`config.mk`:
```
export PLATFORM = sky130hd
export DESIGN_NAME = song_sequencer
export DESIGN_NICKNAME = d
export VERILOG_FILES = /design/src/rtl/song_sequencer.sv
export SDC_FILE = /design/constraint.sdc
export NUM_CORES = 1
export LEC_CHECK = 0
export ABC_CLOCK_PERIOD_IN_PS = 2900
export CAP_MARGIN = 20
export CELL_PAD_IN_SITES_DETAIL_PLACEMENT = 1
export CELL_PAD_IN_SITES_GLOBAL_PLACEMENT = 1
export CORE_ASPECT_RATIO = 1.4
export CORE_MARGIN = 2
export CORE_UTILIZATION = 45
export DETAILED_ROUTE_END_ITERATION = 16
export PLACE_DENSITY_LB_ADDON = 0.2
export SLEW_MARGIN = 20
export SYNTH_ARGS = -nofsm -noshare
export SYNTH_HDL_FRONTEND = slang
export SYNTH_SLANG_ARGS = --single-unit
```
`constraint.sdc`:
```
create_clock -name CLK -period 2.9 [get_ports CLK]
set_clock_uncertainty 0.1 [all_clocks]
set_input_delay 0.435 -clock CLK [delete_from_list [all_inputs] [get_ports CLK]]
set_output_delay 0.435 -clock CLK [all_outputs]
set_load 0.005 [all_outputs]
```
`src/rtl/song_sequencer.sv`:
```
// song_sequencer: autoplay note source for the piano top level.
// Steps through a 16-entry melody ROM (first phrase of Ode to Joy plus a closing rest)
// at BEAT_CYCLES clocks per beat. Each entry is a LOAD cycle, a SOUND phase and a
// silent GAP phase of GAP_CYCLES, so repeated notes stay audible.
//
// Ports:
//   CLK        in   system clock, all state changes on the rising edge
//   RESET      in   synchronous active-low reset
//   play       in   level, 1 = run, 0 = pause (freezes state, counter and index)
//   restart    in   single-cycle pulse, return to entry 0 (wins over every other event)
//   auto_note  out  registered note code (0 none, 1 C4, 2 D ... 8 C5)
//   note_idx   out  ROM index of the current entry
//   note_start out  one-cycle pulse on the first SOUND cycle of each entry
//   song_wrap  out  one-cycle pulse when the index wraps from 15 to 0
module song_sequencer #(
    parameter int unsigned BEAT_CYCLES = 25_000_000,
    parameter int unsigned GAP_CYCLES  = 2_500_000
) (
    input  logic       CLK,
    input  logic       RESET,
    input  logic       play,
    input  logic       restart,
    output logic [3:0] auto_note,
    output logic [3:0] note_idx,
    output logic       note_start,
    output logic       song_wrap
);

    localparam logic [31:0] BeatLen = 32'(BEAT_CYCLES);
    localparam logic [31:0] GapLen  = 32'(GAP_CYCLES);

    typedef enum logic [1:0] {StIdle, StLoad, StSound, StGap} state_e;

    state_e      state_q, state_d;
    logic [31:0] cnt_q, cnt_d;
    logic [3:0]  idx_q, idx_d;
    logic [3:0]  note_q, note_d;
    logic [3:0]  auto_note_q, auto_note_d;
    logic        note_start_q, note_start_d;
    logic        song_wrap_q, song_wrap_d;

    logic [5:0]  rom_entry;    // {note[3:0], len[1:0]}, beats = len + 1
    logic [31:0] rom_beats;
    logic [31:0] sound_len;
    logic        expire;

    // Melody ROM
    always_comb begin
        case (idx_q)
            4'd0:  rom_entry = {4'd3, 2'd0};
            4'd1:  rom_entry = {4'd3, 2'd0};
            4'd2:  rom_entry = {4'd4, 2'd0};
            4'd3:  rom_entry = {4'd5, 2'd0};
            4'd4:  rom_entry = {4'd5, 2'd0};
            4'd5:  rom_entry = {4'd4, 2'd0};
            4'd6:  rom_entry = {4'd3, 2'd0};
            4'd7:  rom_entry = {4'd2, 2'd0};
            4'd8:  rom_entry = {4'd1, 2'd0};
            4'd9:  rom_entry = {4'd1, 2'd0};
            4'd10: rom_entry = {4'd2, 2'd0};
            4'd11: rom_entry = {4'd3, 2'd0};
            4'd12: rom_entry = {4'd3, 2'd0};
            4'd13: rom_entry = {4'd2, 2'd0};
            4'd14: rom_entry = {4'd2, 2'd1};
            4'd15: rom_entry = {4'd0, 2'd1};
            default: rom_entry = 6'd0;
        endcase
    end

    assign rom_beats = 32'(rom_entry[1:0]) + 32'd1;
    // Legal parameter ranges keep this at least 1, so no saturation.
    assign sound_len = rom_beats * BeatLen - GapLen;
    // Counter holds the cycles remaining in the current phase, including this one.
    assign expire    = (cnt_q == 32'd1);

    // State register
    always_ff @(posedge CLK) begin
        if (!RESET) begin
            state_q      <= StIdle;
            cnt_q        <= 32'd0;
            idx_q        <= 4'd0;
            note_q       <= 4'd0;
            auto_note_q  <= 4'd0;
            note_start_q <= 1'b0;
            song_wrap_q  <= 1'b0;
        end else begin
            state_q      <= state_d;
            cnt_q        <= cnt_d;
            idx_q        <= idx_d;
            note_q       <= note_d;
            auto_note_q  <= auto_note_d;
            note_start_q <= note_start_d;
            song_wrap_q  <= song_wrap_d;
        end
    end

    // Next-state logic; play=0 simply leaves everything frozen
    always_comb begin
        state_d = state_q;
        cnt_d   = cnt_q;
        idx_d   = idx_q;
        note_d  = note_q;
        if (restart) begin
            idx_d   = 4'd0;
            cnt_d   = 32'd0;
            state_d = play ? StLoad : StIdle;
        end else if (play) begin
            case (state_q)
                StIdle: state_d = StLoad;
                StLoad: begin
                    note_d  = rom_entry[5:2];
                    cnt_d   = sound_len;
                    state_d = StSound;
                end
                StSound: begin
                    if (expire) begin
                        state_d = StGap;
                        cnt_d   = GapLen;
                    end else begin
                        cnt_d = cnt_q - 32'd1;
                    end
                end
                StGap: begin
                    if (expire) begin
                        state_d = StLoad;
                        cnt_d   = 32'd0;
                        idx_d   = idx_q + 4'd1;
                    end else begin
                        cnt_d = cnt_q - 32'd1;
                    end
                end
                default: state_d = StIdle;
            endcase
        end
    end

    // Output logic: values the output registers take on the coming edge
    always_comb begin
        auto_note_d  = 4'd0;
        note_start_d = 1'b0;
        song_wrap_d  = 1'b0;
        if (!restart && play) begin
            case (state_q)
                StLoad: begin
                    // Entering SOUND: the note is not latched yet, take it from the ROM.
                    auto_note_d  = rom_entry[5:2];
                    note_start_d = 1'b1;
                end
                StSound: begin
                    if (!expire) begin
                        auto_note_d = note_q;
                    end
                end
                StGap: song_wrap_d = expire && (idx_q == 4'd15);
                default: ;
            endcase
        end
    end

    assign auto_note  = auto_note_q;
    assign note_idx   = idx_q;
    assign note_start = note_start_q;
    assign song_wrap  = song_wrap_q;

endmodule
```
==> impl_metrics.env, run 1 <==
export IMPL_io_buffers=12
export IMPL_setup_tns_ns=0
export IMPL_worstReg2RegStart="cnt_q[8]$_SDFFE_PP0P_"
export IMPL_ant_nets=0
export IMPL_finalNetCount=374
export IMPL_postSynthCellCount=347
export IMPL_path_max_fanout=9
export IMPL_cp_start_kind="flip-flop"
export IMPL_relSlewSlack=0.432
export IMPL_rows=34
export IMPL_synth_most_common_cell="dfxtp_1"
export IMPL_worstRegToRegCells=7
export IMPL_status="completed"
export IMPL_avgRoutedWirePerCell_microns=19.7
export IMPL_dr_pass1_iters=4
export IMPL_ir_worst_vdd_mv=0.204
export IMPL_rsz0062_at_grt="no"
export IMPL_grt_max_degree=23
export IMPL_placed_cell_area_sq_mm=0.00307
export IMPL_diodes=0
export IMPL_critPathTopFamily="simple AND/OR/NAND/NOR gates"
export IMPL_antenna_found_initial=0
export IMPL_grt_pass1_vias=2770
export IMPL_critical_path_required_ns=3.01
export IMPL_path_cells="nor4_2 > nand2_2 > nor3_2 > nor2_1 > o21ai_1 > buf_4 > nor2_1"
export IMPL_io_pins=14
export IMPL_power_w=0.00161
export IMPL_gp_congestion=0.912
export IMPL_finalWirelength_mm=8.56
export IMPL_arrival_ns=2.69
export IMPL_powerDensity_mw_per_mm2=503
export IMPL_grt_pass1_wl_mm=14.1
export IMPL_hold_end="cnt_q[23]$_SDFFE_PP0P_"
export IMPL_end_kind="flip-flop"
export IMPL_fmax_mhz=387
export IMPL_yosys_area_top_type="dfxtp_1"
export IMPL_start_util=0.459
export IMPL_min_period_ns=2.59
export IMPL_crit_type="reg -> reg"
export IMPL_synth_seq_cells=50
export IMPL_dp_hpwl_mm=6.31
export IMPL_syn_cell_area_sq_mm=0.00283
export IMPL_rrSetupSlack_ns=0.31
export IMPL_cts_resized=0
export IMPL_post_cts_buffers=0
export IMPL_drc=0
export IMPL_async_reset_ff_frac=0
export IMPL_cts_hold_buffers=0
export IMPL_track_usage=0.255
export IMPL_seq_area_frac_synth=0.353
export IMPL_cpMostUsedCell="nor2_1"
export IMPL_worst_pin_slew_ns=0.850
export IMPL_numClockSinks=50
export IMPL_drive_above_1_share=0.0937
export IMPL_flow_area_growth_from_synthesis_pct=13.2
export IMPL_setup_viol=0
export IMPL_cts_made_buffers=5
export IMPL_synth_distinct_cells=51
export IMPL_syn_num_nets=359
export IMPL_vias_per_cell=6.24
export IMPL_grt_overflow=0
export IMPL_fp_dieW_microns=71.1
export IMPL_synth_area_leaders="dfxtp_1 35%, nor2_1 6.4%, xnor2_1 4.0%, a21oi_1 3.5%, ha_1 3.5%"
export IMPL_clock_path_buffers=2
export IMPL_post_route_period_util=0.892
export IMPL_leakage_nw=1.14
export IMPL_hold_violations=0
export IMPL_slew_violations=0
export IMPL_syn_area_per_cell_sq_um=8.17
export IMPL_core_area_sq_mm=0.00617
export IMPL_reg2reg_to="cnt_q[19]$_SDFFE_PP0P_"
export IMPL_cts_max_level=2
export IMPL_synth_enable_flop_cells=0
export IMPL_cts_tree="built"
export IMPL_whs_path_depth=2
export IMPL_dieArea_sq_mm=0.00696
export IMPL_synth_common_cells="50 x dfxtp_1, 48 x nor2_1, 22 x nand2_1"
export IMPL_clock_latency_ns=0.31
export IMPL_design_area_sq_mm=0.00321
export IMPL_root_buffer="clkbuf_8"
export IMPL_worst_hold_startpoint="cnt_q[23]$_SDFFE_PP0P_"
export IMPL_crit_slowest_cell="nor4_2"
export IMPL_synth_warnings=0
export IMPL_hold_ws_ns=0.381
export IMPL_hp_class="reg -> reg"
export IMPL_first_iter_violations=137
export IMPL_synth_top_cell_area_share=0.353
export IMPL_synth_ff_type="dfxtp_1"
export IMPL_die_h_microns=97.9
export IMPL_cap_violations=0
export IMPL_clkTransAtPathRegs_ns=0.09
export IMPL_utilization=0.520
export IMPL_worst_path_buf_inv=1
export IMPL_cpPeakStageDelay_ns=0.52
export IMPL_vias=2715
==> worst min-delay path: cells and delay by family (launching register included) <==
| family | cells | cell delay [ns] |
|---|---|---|
| AO/OA/AOI/OAI | 1 | 0.06 |
| flip-flops | 1 | 0.32 |
| AND/OR/NAND/NOR | 1 | 0.05 |
==> cell families after synthesis <==
family	share of synthesized area
other	0.00132
AOI/OAI and AO/OA	0.158
xor gates and xnor gates	0.0525
and+or+nand+nor	0.327
buffers and inverters	0.0371
adders and majority gates	0.0353
DFF	0.353
muxes	0.0358
==> layer usage <==
layer	up-vias	track usage	share of wire
li1	1290	-	-
met1	1331	0.294	0.41
met2	66	0.457	0.52
met3	28	0.0402	0.032
met4	0	0.113	0.040
met5	-	0	0
==> metrics by stage <==
step	worst slack [ns]	cells
3_3_place_gp	0.328	427
5_1_grt	0.0971	435
6_report	0.314	435
4_1_cts	0.322	435
2_1_floorplan	0.734	347
3_5_place_dp	0.323	427
==> cells in the final DEF (no fill, tap or decap), types with 3 or more instances in the layout <==
cell type,n
nand3_1,13
or3_1,4
o211ai_1,4
nand4b_1,4
ha_1,8
nor4_1,15
clkbuf_8,6
a31oi_1,6
o31ai_1,3
clkdlybuf4s50_1,12
or4_1,3
nor3_1,19
nor2_1,48
a32oi_1,3
xor2_1,4
nand2_1,22
nor4_4,4
nand4_1,7
mux2i_1,9
inv_1,8
and2_1,5
nor2b_1,6
buf_4,13
xnor2_1,13
nand2b_1,3
a21oi_1,20
o21ai_0,20
dfxtp_1,50
==> power by group <==
group,switching [W],total (W),internal (W)
sequential,0.0000179,0.000717,0.000699
combinational,0.000181,0.000280,0.0000990
clock,0.000249,0.000617,0.000368
==> cell type report <==
type | instances | area, sq um
timing repair buffer | 25 | 218
clock inverter | 2 | 60.1
clock buffer | 6 | 82.6
tap | 72 | 90.1
fill | 755 | 2960
inverter | 8 | 30.0
sequential | 50 | 1000
multi-input combinational | 272 | 1730
==> how the worst max path moves through the flow <==
stage,endpoint,from,cells after the start
global placement,cnt_q[31]$_SDFFE_PP0P_,play,8
finish,cnt_q[19]$_SDFFE_PP0P_,cnt_q[8]$_SDFFE_PP0P_,7
CTS,cnt_q[31]$_SDFFE_PP0P_,cnt_q[2]$_SDFFE_PP0P_,7
floorplan,cnt_q[10]$_SDFFE_PP0P_,cnt_q[2]$_SDFFE_PP0P_,7
detailed placement,cnt_q[31]$_SDFFE_PP0P_,play,8
global route,cnt_q[27]$_SDFFE_PP0P_,cnt_q[2]$_SDFFE_PP0P_,7
==> sequential cells by signal, indices dropped and copies added, names as in the netlist <==
register / count
auto_note: 3
cnt_q: 32
note_idx: 4
note_q: 3
note_start: 1
rom_entry: 4
song_wrap: 1
state_q: 2
(Power assumes the default switching activity.)
==> run 2, diff against run 1 <==
--- a/config.mk
+++ b/config.mk
@@ -12,8 +12,10 @@
 export CORE_ASPECT_RATIO = 1.4
 export CORE_MARGIN = 2
 export CORE_UTILIZATION = 45
+export CTS_CLUSTER_DIAMETER = 60
 export DETAILED_ROUTE_END_ITERATION = 16
 export PLACE_DENSITY_LB_ADDON = 0.2
+export RECOVER_POWER = 25
 export SLEW_MARGIN = 20
 export SYNTH_ARGS = -nofsm -noshare
 export SYNTH_HDL_FRONTEND = slang
==> run 2 against run 1 <==
First-iteration DRC count grew 27%; count of clock-buffer cells in the layout did not move; final cell count is the same; non-clock buffer count did not move; clock power is essentially flat; register-to-register slack barely moved; worst setup slack about the same; sequential share of layout area increased by 0.073 points; worst hold slack is essentially flat; utilization down 0.12 points; total power about the same; maximum frequency barely moved; critical path type unchanged; critical endpoint is now cnt_q[8]$_SDFFE_PP0P_; largest power group unchanged.
==> impl_metrics.env, run 2 (synthesis gave the netlist of run 1 again) <==
export IMPL_vias=2710
export IMPL_io_pins=14
export IMPL_p_sw_w=0.000449
export IMPL_power_w=0.00161
export IMPL_cap_violations=0
export IMPL_combPwrFrac=0.173
export IMPL_post_cts_buffers=0
export IMPL_rows=34
export IMPL_swShare=0.278
export IMPL_clock_latency_ns=0.31
export IMPL_worstReg2RegStart="cnt_q[2]$_SDFFE_PP0P_"
export IMPL_ant_nets=0
export IMPL_die_h_microns=97.9
export IMPL_hold_violations=0
export IMPL_cp_start_kind="flip-flop"
export IMPL_largest_reg_flops=32
export IMPL_rrSetupSlack_ns=0.31
export IMPL_clkTransAtPathRegs_ns=0.10
export IMPL_track_usage=0.255
export IMPL_critPathTopFamily="simple AND/OR/NAND/NOR gates"
export IMPL_fin_cells=435
export IMPL_flow_area_growth_from_synthesis_pct=13.0
export IMPL_worst_path_buf_inv=0
export IMPL_final_common_cell="dfxtp_1"
export IMPL_vias_per_cell=6.23
export IMPL_gp_congestion=0.912
export IMPL_setup_slack_ns=0.314
export IMPL_core_area_sq_mm=0.00617
export IMPL_path_cells="nor4_4 > nand4_4 > or3_1 > a21oi_4 > a21oi_1 > o221a_1"
export IMPL_utilization=0.519
export IMPL_min_period_ns=2.59
export IMPL_setup_worst_path_end="cnt_q[8]$_SDFFE_PP0P_"
export IMPL_leakage_nw=1.17
export IMPL_worstRegToRegCells=6
export IMPL_reg2reg_to="cnt_q[8]$_SDFFE_PP0P_"
export IMPL_drc=0
export IMPL_finalWirelength_mm=8.56
export IMPL_path_max_fanout=10
export IMPL_cts_tree="built"
export IMPL_final_cell_mix="50 x dfxtp_1, 48 x nor2_1, 22 x nand2_1, 20 x o21ai_0, 20 x a21oi_1"
export IMPL_post_route_period_util=0.892
export IMPL_numClockSinks=50
export IMPL_power_frac_clock=0.383
export IMPL_grt_overflow=0
export IMPL_hp_class="reg -> reg"
export IMPL_largest_register="cnt_q"
export IMPL_cts_made_buffers=5
export IMPL_grt_max_degree=23
export IMPL_start_util=0.459
export IMPL_dp_slack_ns=0.323
export IMPL_dp_hpwl_mm=6.31
export IMPL_grt_pass1_vias=2770
export IMPL_cpPeakStageDelay_ns=0.61
export IMPL_clock_path_buffers=2
export IMPL_critical_path_required_ns=3.01
export IMPL_finalNetCount=374
export IMPL_avgRoutedWirePerCell_microns=19.7
export IMPL_cts_hold_buffers=0
export IMPL_startpoint="cnt_q[2]$_SDFFE_PP0P_"
export IMPL_setup_viol=0
export IMPL_cts_resized=0
export IMPL_io_buffers=12
export IMPL_relSlewSlack=0.443
export IMPL_crit_slowest_cell="or3_1"
export IMPL_grt_pass1_wl_mm=14.1
export IMPL_crit_type="reg -> reg"
export IMPL_antenna_found_initial=0
export IMPL_drive_above_1_share=0.0882
export IMPL_end_kind="flip-flop"
export IMPL_setup_tns_ns=0
export IMPL_fmax_mhz=387
export IMPL_powerDensity_mw_per_mm2=504
export IMPL_pwr_share_seq=0.445
export IMPL_status="completed"
export IMPL_slew_violations=0
export IMPL_cts_max_level=2
export IMPL_rsz0062_at_grt="no"
export IMPL_first_iter_violations=174
export IMPL_ir_worst_vdd_mv=0.204
export IMPL_dieArea_sq_mm=0.00696
export IMPL_internal_power_w=0.00116
export IMPL_dpl_cell_count=427
export IMPL_fp_dieW_microns=71.1
export IMPL_diodes=0
export IMPL_worst_pin_slew_ns=0.832
export IMPL_dr_pass1_iters=4
export IMPL_root_buffer="clkbuf_8"
export IMPL_cp_depth=6
export IMPL_arrival_ns=2.69
==> run 2: cell count changes in the layout (fill, tap and decap cells not counted), sizes merged <==
cell	change
buf	-2
clkbuf	+2
clkdlybuf4s50	-10
dlygate4sd3	+10
==> run 2: how the worst min path moves through the flow <==
stage                                      start                      to  slack [ns]  cells past startpoint
after detailed placement  cnt_q[23]$_SDFFE_PP0P_  cnt_q[23]$_SDFFE_PP0P_        0.38                      2
after CTS                 cnt_q[23]$_SDFFE_PP0P_  cnt_q[23]$_SDFFE_PP0P_        0.39                      2
final                     cnt_q[23]$_SDFFE_PP0P_  cnt_q[23]$_SDFFE_PP0P_        0.38                      2
after global routing      cnt_q[23]$_SDFFE_PP0P_  cnt_q[23]$_SDFFE_PP0P_        0.43                      2
after floorplan           cnt_q[23]$_SDFFE_PP0P_  cnt_q[23]$_SDFFE_PP0P_        0.34                      2
after global placement    cnt_q[23]$_SDFFE_PP0P_  cnt_q[23]$_SDFFE_PP0P_        0.36                      2
==> run 2: tightest hold or removal path, cell delays in order (launching register included) <==
cell and delay, ns:
dfxtp_1 0.32, nand3_1 0.05, o21ai_0 0.06
==> run 2: final cells by class <==
class	count	area [sq um]
Tap cell	72	90.1
Clock buffer	6	82.6
Clock inverter	2	60.1
Inverter	8	30.0
Sequential cell	50	1000
Timing Repair Buffer	25	210
Multi-Input combinational cell	272	1730
Fill cell	758	2970
==> run 2: routing by layer <==
layer	GRT usage	vias to the layer above	part of all wire
met4	0.113	0	0.034
met2	0.457	66	0.52
met1	0.294	1336	0.42
met3	0.0402	21	0.029
met5	0	-	0
li1	-	1287	-
==> run 2: power groups by stage <==
stage	sequential (W)	combinational (W)	clock, W
2_1_floorplan	0.000729	0.000195	0
3_3_place_gp	0.000733	0.000271	0
3_5_place_dp	0.000733	0.000275	0
4_1_cts	0.000717	0.000278	0.000623
5_1_grt	0.000720	0.000305	0.000645
6_report	0.000717	0.000279	0.000618
==> run 2: per-stage QoR <==
stage / hold WS, ns / cell area [sq um]
after floorplan: 0.345 / 2830
after global placement: 0.364 / 3070
after detailed placement: 0.375 / 3070
after CTS: 0.388 / 3210
after global routing: 0.427 / 3200
final: 0.381 / 3200
